--- src/rtl/mem_lsu_pkg.sv ---
// mem_lsu_pkg: LSU op encodings, byte-lane masks and the lane-select helper.
package mem_lsu_pkg;
  typedef enum logic [3:0] {
    OP_LB = 4'd0, OP_LBU = 4'd1, OP_LH = 4'd2, OP_LHU = 4'd3, OP_LW = 4'd4,
    OP_SB = 4'd5, OP_SH = 4'd6, OP_SW = 4'd7, OP_LL = 4'd8, OP_SC = 4'd9
  } lsu_op_e;
  localparam logic [3:0] SEL_B3 = 4'b1000;
  localparam logic [3:0] SEL_HI = 4'b1100;
  localparam logic [3:0] SEL_LO = 4'b0011;
  localparam logic [3:0] SEL_W  = 4'b1111;
  // Big-endian: byte offset 0 lives in lane 3 (data[31:24]).
  function automatic logic [3:0] lane_mask(input lsu_op_e op, input logic [1:0] a);
    return (op inside {OP_LB, OP_LBU, OP_SB}) ? SEL_B3 >> a :
           (op inside {OP_LH, OP_LHU, OP_SH}) ? (a[1] ? SEL_LO : SEL_HI) : SEL_W;
  endfunction
endpackage

--- src/rtl/mem_lsu_store_buf.sv ---
// mem_lsu_store_buf: one-entry store buffer with drain control and per-lane forward hits.
module mem_lsu_store_buf #(
  parameter int WA_W = 30
) (
  input  logic            clk,
  input  logic            rst,
  input  logic            cap_i,
  input  logic            hold_i,
  input  logic [WA_W-1:0] cap_addr_i,
  input  logic [3:0]      cap_sel_i,
  input  logic [31:0]     cap_data_i,
  input  logic [WA_W-1:0] look_addr_i,
  output logic            valid_o,
  output logic [WA_W-1:0] addr_o,
  output logic [3:0]      sel_o,
  output logic [31:0]     data_o,
  output logic            drain_o,
  output logic [3:0]      hit_o
);
  logic            valid_q, valid_d;
  logic [WA_W-1:0] addr_q, addr_d;
  logic [3:0]      sel_q, sel_d;
  logic [31:0]     data_q, data_d;
  assign drain_o = valid_q & ~hold_i;
  assign hit_o   = (valid_q && addr_q == look_addr_i) ? sel_q : 4'b0;
  assign valid_o = valid_q;
  assign addr_o  = addr_q;
  assign sel_o   = sel_q;
  assign data_o  = data_q;
  // A new store always lands here; the old entry drains on the port the same cycle.
  always_comb begin
    valid_d = cap_i | (valid_q & hold_i);
    addr_d  = cap_i ? cap_addr_i : addr_q;
    sel_d   = cap_i ? cap_sel_i : sel_q;
    data_d  = cap_i ? cap_data_i : data_q;
  end
  always_ff @(posedge clk or posedge rst) begin
    if (rst) begin
      valid_q <= 1'b0;
      addr_q  <= '0;
      sel_q   <= '0;
      data_q  <= '0;
    end else begin
      valid_q <= valid_d;
      addr_q  <= addr_d;
      sel_q   <= sel_d;
      data_q  <= data_d;
    end
  end
endmodule

--- src/rtl/mem_lsu.sv ---
// mem_lsu: MEM-stage load/store unit with big-endian lanes, store buffer forwarding and LL/SC.
module mem_lsu
  import mem_lsu_pkg::*;
#(
  parameter int ADDR_W       = 32,
  parameter bit FLUSH_CLR_LL = 1'b1
) (
  input  logic              clk,
  input  logic              rst,
  input  logic              req_i,
  input  logic [3:0]        op_i,
  input  logic [ADDR_W-1:0] addr_i,
  input  logic [31:0]       wdata_i,
  input  logic              flush_i,
  output logic [31:0]       rdata_o,
  output logic              adel_o,
  output logic              ades_o,
  output logic              sb_empty_o,
  output logic              ram_ce_o,
  output logic              ram_we_o,
  output logic [3:0]        ram_sel_o,
  output logic [ADDR_W-1:0] ram_addr_o,
  output logic [31:0]       ram_wdata_o,
  input  logic [31:0]       ram_rdata_i
);
  localparam int WA_W = ADDR_W - 2;
  lsu_op_e         op;
  logic            is_ld, is_st, is_sc, is_b, is_h, mis, act, ok, ld, sc, st;
  logic [3:0]      sel, hit, sb_sel;
  logic [31:0]     wrep, merged, ld_val, sb_data;
  logic [7:0]      byte_v;
  logic [15:0]     half_v;
  logic [WA_W-1:0] wa, sb_addr;
  logic            sb_valid, drain, ll_q, ll_d;
  assign op    = lsu_op_e'(op_i);
  assign wa    = addr_i[ADDR_W-1:2];
  assign is_ld = op inside {OP_LB, OP_LBU, OP_LH, OP_LHU, OP_LW, OP_LL};
  assign is_st = op inside {OP_SB, OP_SH, OP_SW};
  assign is_sc = op == OP_SC;
  assign is_b  = op inside {OP_LB, OP_LBU, OP_SB};
  assign is_h  = op inside {OP_LH, OP_LHU, OP_SH};
  assign mis   = is_h ? addr_i[0] : (is_b ? 1'b0 : |addr_i[1:0]);
  assign act   = req_i & (is_ld | is_st | is_sc);
  assign ok    = act & ~mis;
  assign ld    = ok & is_ld;
  assign sc    = ok & is_sc;
  assign st    = ok & (is_st | (is_sc & ll_q));
  assign adel_o = act & mis & is_ld;
  assign ades_o = act & mis & (is_st | is_sc);
  assign sel   = lane_mask(op, addr_i[1:0]);
  assign wrep  = is_b ? {4{wdata_i[7:0]}} : is_h ? {2{wdata_i[15:0]}} : wdata_i;
  mem_lsu_store_buf #(.WA_W(WA_W)) u_sb (
    .clk(clk), .rst(rst), .cap_i(st), .hold_i(ld),
    .cap_addr_i(wa), .cap_sel_i(sel), .cap_data_i(wrep), .look_addr_i(wa),
    .valid_o(sb_valid), .addr_o(sb_addr), .sel_o(sb_sel), .data_o(sb_data),
    .drain_o(drain), .hit_o(hit)
  );
  for (genvar i = 0; i < 4; i++) begin : g_fwd
    assign merged[8*i +: 8] = hit[i] ? sb_data[8*i +: 8] : ram_rdata_i[8*i +: 8];
  end
  assign byte_v = merged[{~addr_i[1:0], 3'b000} +: 8];
  assign half_v = addr_i[1] ? merged[15:0] : merged[31:16];
  always_comb begin
    ld_val = (op == OP_LB)  ? {{24{byte_v[7]}}, byte_v} :
             (op == OP_LBU) ? {24'b0, byte_v} :
             (op == OP_LH)  ? {{16{half_v[15]}}, half_v} :
             (op == OP_LHU) ? {16'b0, half_v} : merged;
    ll_d   = (flush_i && FLUSH_CLR_LL) ? 1'b0 : (ld && op == OP_LL) ? 1'b1 : sc ? 1'b0 : ll_q;
  end
  assign rdata_o     = ld ? ld_val : {31'b0, sc & ll_q};
  assign sb_empty_o  = ~sb_valid;
  assign ram_ce_o    = ld | drain;
  assign ram_we_o    = drain;
  assign ram_sel_o   = ld ? sel : drain ? sb_sel : 4'b0;
  assign ram_addr_o  = ld ? {wa, 2'b00} : drain ? {sb_addr, 2'b00} : '0;
  assign ram_wdata_o = drain ? sb_data : 32'b0;
  always_ff @(posedge clk or posedge rst) begin
    if (rst) ll_q <= 1'b0;
    else     ll_q <= ll_d;
  end
endmodule

--- config.mk ---
export PLATFORM = sky130hd
export DESIGN_NAME = mem_lsu
export DESIGN_NICKNAME = d
export VERILOG_FILES = /design/src/rtl/mem_lsu_pkg.sv /design/src/rtl/mem_lsu_store_buf.sv /design/src/rtl/mem_lsu.sv
export SDC_FILE = /design/constraint.sdc
export NUM_CORES = 1
export LEC_CHECK = 0
export CORE_AREA = 2 2 107 161
export CTS_CLUSTER_SIZE = 28
export DETAILED_ROUTE_END_ITERATION = 10
export DIE_AREA = 0 0 109 163
export GPL_TIMING_DRIVEN = 0
export HOLD_SLACK_MARGIN = 0.15
export PLACE_DENSITY_LB_ADDON = 0.3
export SYNTH_ARGS = -nofsm -noshare
export SYNTH_HDL_FRONTEND = slang
export SYNTH_HIERARCHICAL = 1
export SYNTH_SLANG_ARGS = --single-unit
--- constraint.sdc ---
create_clock -name clk -period 3.4 [get_ports clk]
set_input_delay 0.68 -clock clk [delete_from_list [all_inputs] [get_ports clk]]
set_output_delay 0.68 -clock clk [all_outputs]
set_load 0.02 [all_outputs]
==> results.toml <==
[timing]
relSlewSlack = 0.5691
fin_crit_ps = 4035
hold_violations = 0
finalCritPeriodShare = 1.187
finClkSkew_ps = 8.909
worst_slew_pin_slew_ps = 646.4
maxSlewViolCount = 0
fmax_mhz = 247.8
setup_viol = 32
rsz0062_at_grt = "true"
holdWs_ps = 546.3
setup_ws_ps = -635.3

[die]
core_um2 = 16470
ios = 209
die_height_um = 163
start_util = 0.3417
fp-row-count = 58
die_x_um = 109
design.die.area_um2 = 17770

[setup_path]
critPathRequiredTime_ps = 2720
crit_top_cell = "buf_6"
cp_cell_sequence = "buf_2, xnor2_2, nand4_1, or4_4, buf_6, nor3_4, buf_6, mux2_4, mux4_2, mux2i_4, o22ai_2, buf_6"
crit_arrival_ps = 3360
critical_path_class = "in2out"
critPathMaxFanout = 4
critPathMaxStageDelay_ps = 620
crit_family = "multiplexers"
crit_path_start_kind = "primary input"
cp-end-kind = "output pin"
path_buf_inv = 4
crit_slowest_cell = "or4_4"

[final_layout]
fillCellCount = 1375
nets = 964
syn2layout_area_growth_pct = 75.17
drive_above_1_share = 0.5098
final_cell_mix = "84 x buf_6, 76 x nand2_1, 75 x mux2_2"
finalNonFillerCells = 1076
final_common_cell = "buf_6"

[yosys]
ys_types = 52
synth_edf_count = 0
avgSynthCellArea_um2 = 9.429
async_reset_ff_frac = 1.000
synthFlopType = "dfrtp_1"
synth_seq_cells = 68
yosys_warnings = 6
netlist_area_um2 = 5629
ys_seq_area_frac = 0.3023
synthCells = 597

[global_route]
grt_max_degree = 58
gr-usage-all-layers = 0.2376
busiest_layer = "met2"
grt_pass1_vias = 5631
grt.overflow.total = 0
use_met3 = 0.04042
antenna_found_initial = 1
met2_usage = 0.4424
use_met1 = 0.2616
grt_pass1_wl_um = 31460

[cts]
cts_hold_buf = 0
cts.sinks = 68
clock_path_buffers = 2
htreeDepth = 3
ctsRootBufferMaster = "clkbuf_16"
clock_latency_ps = 330
cts_made_buffers = 9
clk_pin_slew_worst_paths_ps = 50
cts_tree = "built"

[hold_path]
min_path_type = "reg2reg"

[power_and_ir_drop]
power_frac_clock = 0.260
p_seq_frac = 0.383
switching_power_mw = 1.115
switching_share = 0.3289
p_int_mw = 2.275
p_comb_frac = 0.357
leakage_nw = 4.348
vdd_ir_drop_max_uv = 283.1
p_per_area_nw_per_um2 = 343.7

[route]
firstDrtPassIters = 5
wirelength_um = 21180
wl_per_cell_um = 19.68
vias_per_cell = 5.048
via_count = 5432
detail-route-antenna-nets = 0
drc = 0
drt_iter0_drc = 189

[placement]
gp_congestion = 0.9185
dp_hpwl_um = 15890
dpl.cell_count = 1014
port_buffers = 205

[outcome]
status = "finished, violations left"
violations = "setup timing"

[job]
maxCapViolCount = 0
area by class of cell:
| cell class | count | area (µm²) | share of cell area |
|---|---|---|---|
| antenna | 1 | 2.502 | 0.0002538 |
| buffer | 45 | 407.9 | 0.04137 |
| multi-input combinational | 436 | 4541 | 0.4605 |
| timing repair buffer | 254 | 2482 | 0.2517 |
| inverter | 46 | 180.2 | 0.01827 |
| clock inverter | 1 | 5.005 | 0.0005075 |
| clock buffer | 15 | 277.8 | 0.02817 |
| tap | 210 | 262.8 | 0.02665 |
| sequential | 68 | 1702 | 0.1726 |
metrics by stage:
| step | power, mW | worst slack, ps | area (µm²) | util | TNS (ps) |
|---|---|---|---|---|---|
| 3_3_place_gp | 2.335 | -1823 | 8668 | 0.5262 | -198700 |
| 3_5_place_dp | 2.366 | -1843 | 8698 | 0.5280 | -173670 |
| 2_1_floorplan | 1.929 | -124.6 | 6354 | - | -3927 |
| 5_1_grt | 3.575 | -720.6 | 9858 | 0.5984 | -18850 |
| 6_report | 3.389 | -635.3 | 9861 | 0.5986 | -15750 |
| 4_1_cts | 3.374 | -618.6 | 9614 | 0.5836 | -35230 |
state kept, by name (all words and copies together), names as in the netlist:
name / cells
u_sb/valid_o: 1
u_sb/addr_o: 30
u_sb/data_o: 32
ll_q: 1
u_sb/sel_o: 4
power by group through the flow:
stage / clock network [mW] / logic (mW) / registers (mW)
floorplan: 0 / 0.725 / 1.20
global placement: 0 / 1.07 / 1.27
detailed placement: 0 / 1.08 / 1.28
CTS: 0.912 / 1.18 / 1.28
global route: 0.951 / 1.29 / 1.33
finish: 0.882 / 1.21 / 1.30
worst register-to-register path: cells and delay by family (launching register included):
family                 cells  cell delay, ps
buffers and inverters      2             780
flip-flops                 1             370
multiplexers               1             390
AND/OR/NAND/NOR            1             170
AO/OA/AOI/OAI              2             220
per-layer routing:
layer | part of all wire | vias up
met4 | 0.030 | 2
met3 | 0.049 | 46
met2 | 0.56 | 172
li1 | - | 2581
met5 | 0.00061 | -
met1 | 0.36 | 2631
synth_stat cells (all sizes together), types with 9 or more instances:
master,instances,share of area
a21oi,9,0.0080
a31oi,18,0.020
and2,38,0.042
buf,34,0.039
clkbuf,14,0.0093
dfrtp,68,0.30
inv,46,0.031
mux2,85,0.17
mux2i,70,0.12
nand2,76,0.051
nor2,12,0.0098
nor3,9,0.012
o211ai,9,0.013
o21ai,17,0.015
or2,12,0.014
xnor2,15,0.023
xor2,15,0.023
path summary, 6_finish.rpt:
kind / start / end / slack [ps] / cells past startpoint
hold reg to reg: u_sb/data_o[11] / u_sb/data_o[11] / 550 / 1
max in group asynchronous: rst / u_sb/data_o[22] / 2220 / 3
setup reg to reg: ll_q / u_sb/data_o[6] / 1340 / 6
min in group asynchronous: rst / ll_q / 570 / 2
hold / removal: u_sb/data_o[11] / u_sb/data_o[11] / 550 / 1
setup / recovery: addr_i[22] / rdata_o[0] / -640 / 12
repair_timing:
item,CTS,global route
setup buffers,28,17
gates resized for setup,720,72
endpoints found under the setup margin,102,102
gates cloned,4,1
pin swaps,38,21
cells by family after synthesis:
family,share of synthesized area
other cells,0.0006662
compound gates,0.08535
simple gates,0.1623
flops,0.3023
buf+inv,0.07891
mux,0.3239
xor+xnor,0.04668
(Power assumes the default switching activity.)
